`src/rtl/uart_receiver_pkg.sv`:
```
// Shared definitions for the UART receive path: FSM state encoding and
// oversampling constants, also used by the transmitter.
package uart_receiver_pkg;

  typedef enum logic [2:0] {
    ST_IDLE   = 3'd0,
    ST_START  = 3'd1,
    ST_DATA   = 3'd2,
    ST_PARITY = 3'd3,
    ST_STOP   = 3'd4
  } rx_state_e;

  localparam int OVS = 16;  // oversample ticks per bit
  localparam int MID = 7;   // tick index of the start-bit centre check

endpackage

```
`src/rtl/uart_receiver_rx_sync.sv`:
```
// Two-flop synchronizer for the asynchronous serial line, with a selectable
// reset value so an idle-high line never looks like a start bit out of reset.
module rx_sync #(
  parameter logic RST_VAL = 1'b1
) (
  input  logic clk,
  input  logic reset,
  input  logic i_d,
  output logic o_q
);

  logic r_meta;
  logic r_sync;

  always_ff @(posedge clk) begin
    if (reset) begin
      r_meta <= RST_VAL;
      r_sync <= RST_VAL;
    end else begin
      // NOTE: non-blocking assignments make both flops capture on the same edge,
      // giving a true two-stage chain instead of a single collapsed flop.
      r_meta <= i_d;
      r_sync <= r_meta;
    end
  end

  assign o_q = r_sync;

endmodule

```
`src/rtl/uart_receiver.sv`:
```
// UART receiver: 16x oversampled frame recovery (start, DBIT data LSB first,
// optional parity, stop) with a one-cycle completion strobe and error flags.
module uart_receiver
  import uart_receiver_pkg::*;
#(
  parameter int DBIT    = 8,
  parameter int SB_TICK = 16,
  parameter int PAR_EN  = 0,
  parameter int PAR_ODD = 0
) (
  input  logic            clk,
  input  logic            reset,
  input  logic            rx,
  input  logic            s_tick,
  output logic [DBIT-1:0] rx_dout,
  output logic            rx_done_tick,
  output logic            frame_err,
  output logic            parity_err,
  output logic            rx_busy
);

  logic w_rx_s;

  rx_state_e       r_state,  w_state_next;
  logic [4:0]      r_s,      w_s_next;
  logic [2:0]      r_n,      w_n_next;
  logic [DBIT-1:0] r_b,      w_b_next;
  logic            r_p,      w_p_next;
  logic            r_perr,   w_perr_next;
  logic [DBIT-1:0] r_dout,   w_dout_next;
  logic            r_done,   w_done_next;
  logic            r_ferr,   w_ferr_next;
  logic            r_parerr, w_parerr_next;

  rx_sync #(.RST_VAL(1'b1)) u_rx_sync (
    .clk   (clk),
    .reset (reset),
    .i_d   (rx),
    .o_q   (w_rx_s)
  );

  always_ff @(posedge clk) begin
    if (reset) begin
      r_state  <= ST_IDLE;
      r_s      <= '0;
      r_n      <= '0;
      r_b      <= '0;
      r_p      <= 1'b0;
      r_perr   <= 1'b0;
      r_dout   <= '0;
      r_done   <= 1'b0;
      r_ferr   <= 1'b0;
      r_parerr <= 1'b0;
    end else begin
      r_state  <= w_state_next;
      r_s      <= w_s_next;
      r_n      <= w_n_next;
      r_b      <= w_b_next;
      r_p      <= w_p_next;
      r_perr   <= w_perr_next;
      r_dout   <= w_dout_next;
      r_done   <= w_done_next;
      r_ferr   <= w_ferr_next;
      r_parerr <= w_parerr_next;
    end
  end

  always_comb begin
    // NOTE: every output of this block gets a default first, so no path through
    // the case statement can leave a signal unassigned and infer a latch.
    w_state_next  = r_state;
    w_s_next      = r_s;
    w_n_next      = r_n;
    w_b_next      = r_b;
    w_p_next      = r_p;
    w_perr_next   = r_perr;
    w_dout_next   = r_dout;
    w_done_next   = 1'b0;
    w_ferr_next   = 1'b0;
    w_parerr_next = 1'b0;

    case (r_state)
      ST_IDLE: begin
        if (!w_rx_s) begin
          w_state_next = ST_START;
          w_s_next     = '0;
        end
      end
      ST_START: begin
        if (s_tick) begin
          if (r_s == 5'(MID)) begin
            // Line must still be low at the start-bit centre, else it was a glitch.
            if (!w_rx_s) begin
              w_state_next = ST_DATA;
              w_s_next     = '0;
              w_n_next     = '0;
              w_p_next     = (PAR_ODD != 0);
            end else begin
              w_state_next = ST_IDLE;
            end
          end else begin
            w_s_next = r_s + 5'd1;
          end
        end
      end
      ST_DATA: begin
        if (s_tick) begin
          if (r_s == 5'(OVS - 1)) begin
            w_b_next = {w_rx_s, r_b[DBIT-1:1]};
            w_p_next = r_p ^ w_rx_s;
            w_s_next = '0;
            if (r_n == 3'(DBIT - 1)) begin
              w_state_next = (PAR_EN != 0) ? ST_PARITY : ST_STOP;
            end else begin
              w_n_next = r_n + 3'd1;
            end
          end else begin
            w_s_next = r_s + 5'd1;
          end
        end
      end
      ST_PARITY: begin
        if (s_tick) begin
          if (r_s == 5'(OVS - 1)) begin
            w_perr_next  = r_p ^ w_rx_s;
            w_s_next     = '0;
            w_state_next = ST_STOP;
          end else begin
            w_s_next = r_s + 5'd1;
          end
        end
      end
      ST_STOP: begin
        if (s_tick) begin
          if (r_s == 5'(SB_TICK - 1)) begin
            w_dout_next   = r_b;
            w_ferr_next   = ~w_rx_s;
            w_parerr_next = r_perr;
            w_done_next   = 1'b1;
            w_state_next  = ST_IDLE;
          end else begin
            w_s_next = r_s + 5'd1;
          end
        end
      end
      default: w_state_next = ST_IDLE;
    endcase
  end

  assign rx_dout      = r_dout;
  assign rx_done_tick = r_done;
  assign frame_err    = r_ferr;
  assign parity_err   = r_parerr;
  assign rx_busy      = (r_state != ST_IDLE);

endmodule

```
`config.mk`:
```
export PLATFORM = sky130hd
export DESIGN_NAME = uart_receiver
export DESIGN_NICKNAME = d
export VERILOG_FILES = /design/src/rtl/uart_receiver_pkg.sv /design/src/rtl/uart_receiver_rx_sync.sv /design/src/rtl/uart_receiver.sv
export SDC_FILE = /design/constraint.sdc
export NUM_CORES = 1
export LEC_CHECK = 0
export ABC_AREA = 1
export BUFFER_PORTS_ARGS = -buffer_cell sky130_fd_sc_hd__buf_2
export CAP_MARGIN = 25
export CORE_MARGIN = 2
export CORE_UTILIZATION = 58
export DETAILED_ROUTE_END_ITERATION = 8
export GPL_ROUTABILITY_DRIVEN = 0
export MAX_ROUTING_LAYER = met4
export PLACE_DENSITY_LB_ADDON = 0.05
export SYNTH_ARGS = -nofsm -noshare
export SYNTH_HDL_FRONTEND = slang
export SYNTH_SLANG_ARGS = --single-unit
```
`constraint.sdc`:
```
create_clock -name clk -period 2.65 [get_ports clk]
set_clock_uncertainty 0.15 [all_clocks]
set_input_delay 0.265 -clock clk [delete_from_list [all_inputs] [get_ports clk]]
set_output_delay 0.265 -clock clk [all_outputs]
set_load 0.02 [all_outputs]
```
==> out/qor.yml <==
status: "finished clean"
fill_cells: 252
grt_max_degree: 23
period_share_pct: 89.26
ios: 16
power-per-cell-area_nw_per_um2: 818.2
clockRootBuffer: "clkbuf_4"
setup-tns-final_ns: 0
p_leak_nw: 0.9184
tightest_slew_ns: 0.4635
synth.most_common_cell: "nand2_1"
netSwitchingFraction_pct: 43.62
cp_max_fo: 8
finalHoldViolCount: 0
fin_crit_ns: 2.366
critPathMostFrequentCell: "nand2_1"
p_seq_share_pct: 37.9
cp_data_required_time_ns: 2.77
numCtsBuffers: 5
synth_area_per_cell_sq_um: 6.620
cts_sinks: 34
ant_nets: 0
crit_family: "compound AO/OA/AOI/OAI gates"
ys_seq_area_share_pct: 38.80
track_usage_pct: 24.21
crit_slowest_cell: "o21ai_0"
tritoncts: "built"
synth.area.top_cells: "dfxtp_1 39%, nand2_1 12%, nand3_1 8.8%"
syn_inst: 265
max_cap_violations: 0
grt_first_pass_wirelength_um: 6272
wl_per_cell_um: 11.74
dieArea_sq_um: 3480
num_vias: 1700
yosysTopAreaCellShare_pct: 38.80
dr.pass1.iters: 4
max_slew_margin_pct: 69.03
yosysUniqueCellTypes: 21
wl_um: 3709
final_area_sq_um: 1928
syn_area_sq_um: 1754
max_stage_delay_ns: 0.41
crit_type: "flop to flop"
synth-seq-cells: 34
ys_top_cells_by_count: "55 x nand2_1, 38 x nor2_1, 34 x dfxtp_1, 31 x nand3_1, 29 x inv_1"
async_reset_ff_share_pct: 0
pwr-share-clk_pct: 18.9
num_rows: 19
area_growth_pct: 9.914
hold_path.class: "input pin to flop"
power.internal_uw: 889.5
rsz0062_at_grt: "no"
grt_overflow: 0
slew_viol_final: 0
drt_iter0_markers: 184
core_area_sq_um: 2805
max-vdd-ir-drop_uv: 836.6
worstPathCellList: "ha_1 > nand2_1 > clkinv_1 > nand2_1 > inv_1 > ha_1 > o21ai_0 > nand2_2 > inv_1 > nand2_1 > a21oi_1"
switching_power_uw: 688.0
cts_buffer_depth: 2
nets: 293
synth_flop_cell: "dfxtp_1"
cp.arrival_ns: 2.49
synth_fp_nets: 274
crit_path_start_kind: "flop"
post-cts-setup-buffer-count: 0
path_clk_slew_ns: 0.10
fp.dieW_um: 59.00
drc: 0
grt_pass1_vias: 1414
fmax_mhz: 422.7
antenna_cells: 0
layout-drive-gt1-share_pct: 13.68
setup_viol: 0
die_h_um: 59.00
htree_levels: 2
antenna_found_initial: 0
clock_latency_ns: 0.33
p_comb_share_pct: 43.2
start_util_pct: 62.53
pre_cts_ws_ns: 0.2967
numPortBuffers: 15
synth_edf_count: 0
synth_warnings: 0
viasPerCell: 5.380
final.setup.worst_slack_ns: 0.2845
crit_path_end_kind: "flop"
yosysTopAreaCell: "dfxtp_1"
place_area_sq_um: 1858
holdWs_ns: 0.1650
dp_hpwl_um: 2652
crit_buf_inv: 3
state kept, by name (all words and copies together), names as in the netlist:
register,cells
u_rx_sync.o_q,1
parity_err,1
u_rx_sync.r_meta,1
r_perr,1
r_b,8
r_n,3
r_p,1
frame_err,1
rx_done_tick,1
rx_dout,8
r_s,5
r_state,3
placed cells by master (no fill, tap or decap), types with 2 or more instances in the layout:
cell,Yosys,routed
nand4_1,5,5
nand3_1,31,31
ha_1,5,5
inv_2,3,3
inv_1,29,29
clkbuf_4,0,5
nand2_1,55,55
nand2_2,6,6
o21ai_0,18,18
or2_2,2,2
nor2_1,38,38
buf_2,2,15
clkinv_1,2,2
nor2_2,3,3
a21oi_1,18,18
buf_4,0,2
dfxtp_1,34,34
nor3_1,3,3
xor2_1,2,2
nand3b_1,3,3
path summary, 6_finish.rpt:
path	depth (start not counted)	slack (ns)	startpoint	endpoint
min reg2reg	1	0.27	u_rx_sync.r_meta	u_rx_sync.o_q
min	2	0.16	reset	r_p
max	11	0.28	r_s[0]	r_s[0]
max reg2reg	11	0.28	r_s[0]	r_s[0]
kinds of logic (layout without fill, tap and decap cells):
| kind of cell | after synthesis | after routing | synth area share, % |
|---|---|---|---|
| flip-flops | 34 | 34 | 38.80 |
| adder cells (fa/ha/maj) | 5 | 5 | 3.566 |
| buffers and inverters | 40 | 60 | 8.701 |
| AO/OA/AOI/OAI | 37 | 37 | 10.70 |
| XOR/XNOR | 2 | 2 | 0.9988 |
| AND/OR/NAND/NOR | 147 | 147 | 37.23 |
layout make-up:
class | count | area, sq um | share of cell area, %
multi-input cells | 191 | 920.9 | 47.76
flip-flops and latches | 34 | 680.7 | 35.30
inverters | 34 | 127.6 | 6.619
repair buffers | 18 | 100.1 | 5.191
clock buffers | 7 | 55.05 | 2.855
well taps | 31 | 38.79 | 2.012
clock inverters | 1 | 5.005 | 0.2596
layer usage:
metal	vias to the layer above	global-route usage, %	routed length [um]
li1	892	-	-
met1	766	32.01	1865
met2	34	36.51	1620
met3	8	6.550	163
met4	0	6.818	59
met5	-	-	0
power groups by stage:
stage               logic (mW)  registers (mW)  clock network (mW)
floorplan                0.553           0.599                   0
global placement         0.671           0.611                   0
detailed placement       0.675           0.610                   0
CTS                      0.679           0.598               0.300
global route             0.786           0.606               0.324
finish                   0.682           0.598               0.298
what timing repair did:
| action | in CTS | in global routing |
|---|---|---|
| setup endpoints to repair | 0 | 0 |
| resized for setup | 0 | 0 |
| endpoints found under the hold margin | 1 | 0 |
| hold buffers | 1 | 0 |
stage by stage:
stage	cells	utilization (%)	total power, mW
floorplan	265	-	1.151
global placement	307	66.24	1.282
detailed placement	307	66.24	1.286
CTS	316	68.73	1.577
global route	316	68.73	1.715
finish	316	68.73	1.578
No activity file was read; power rests on OpenSTA's default activity.
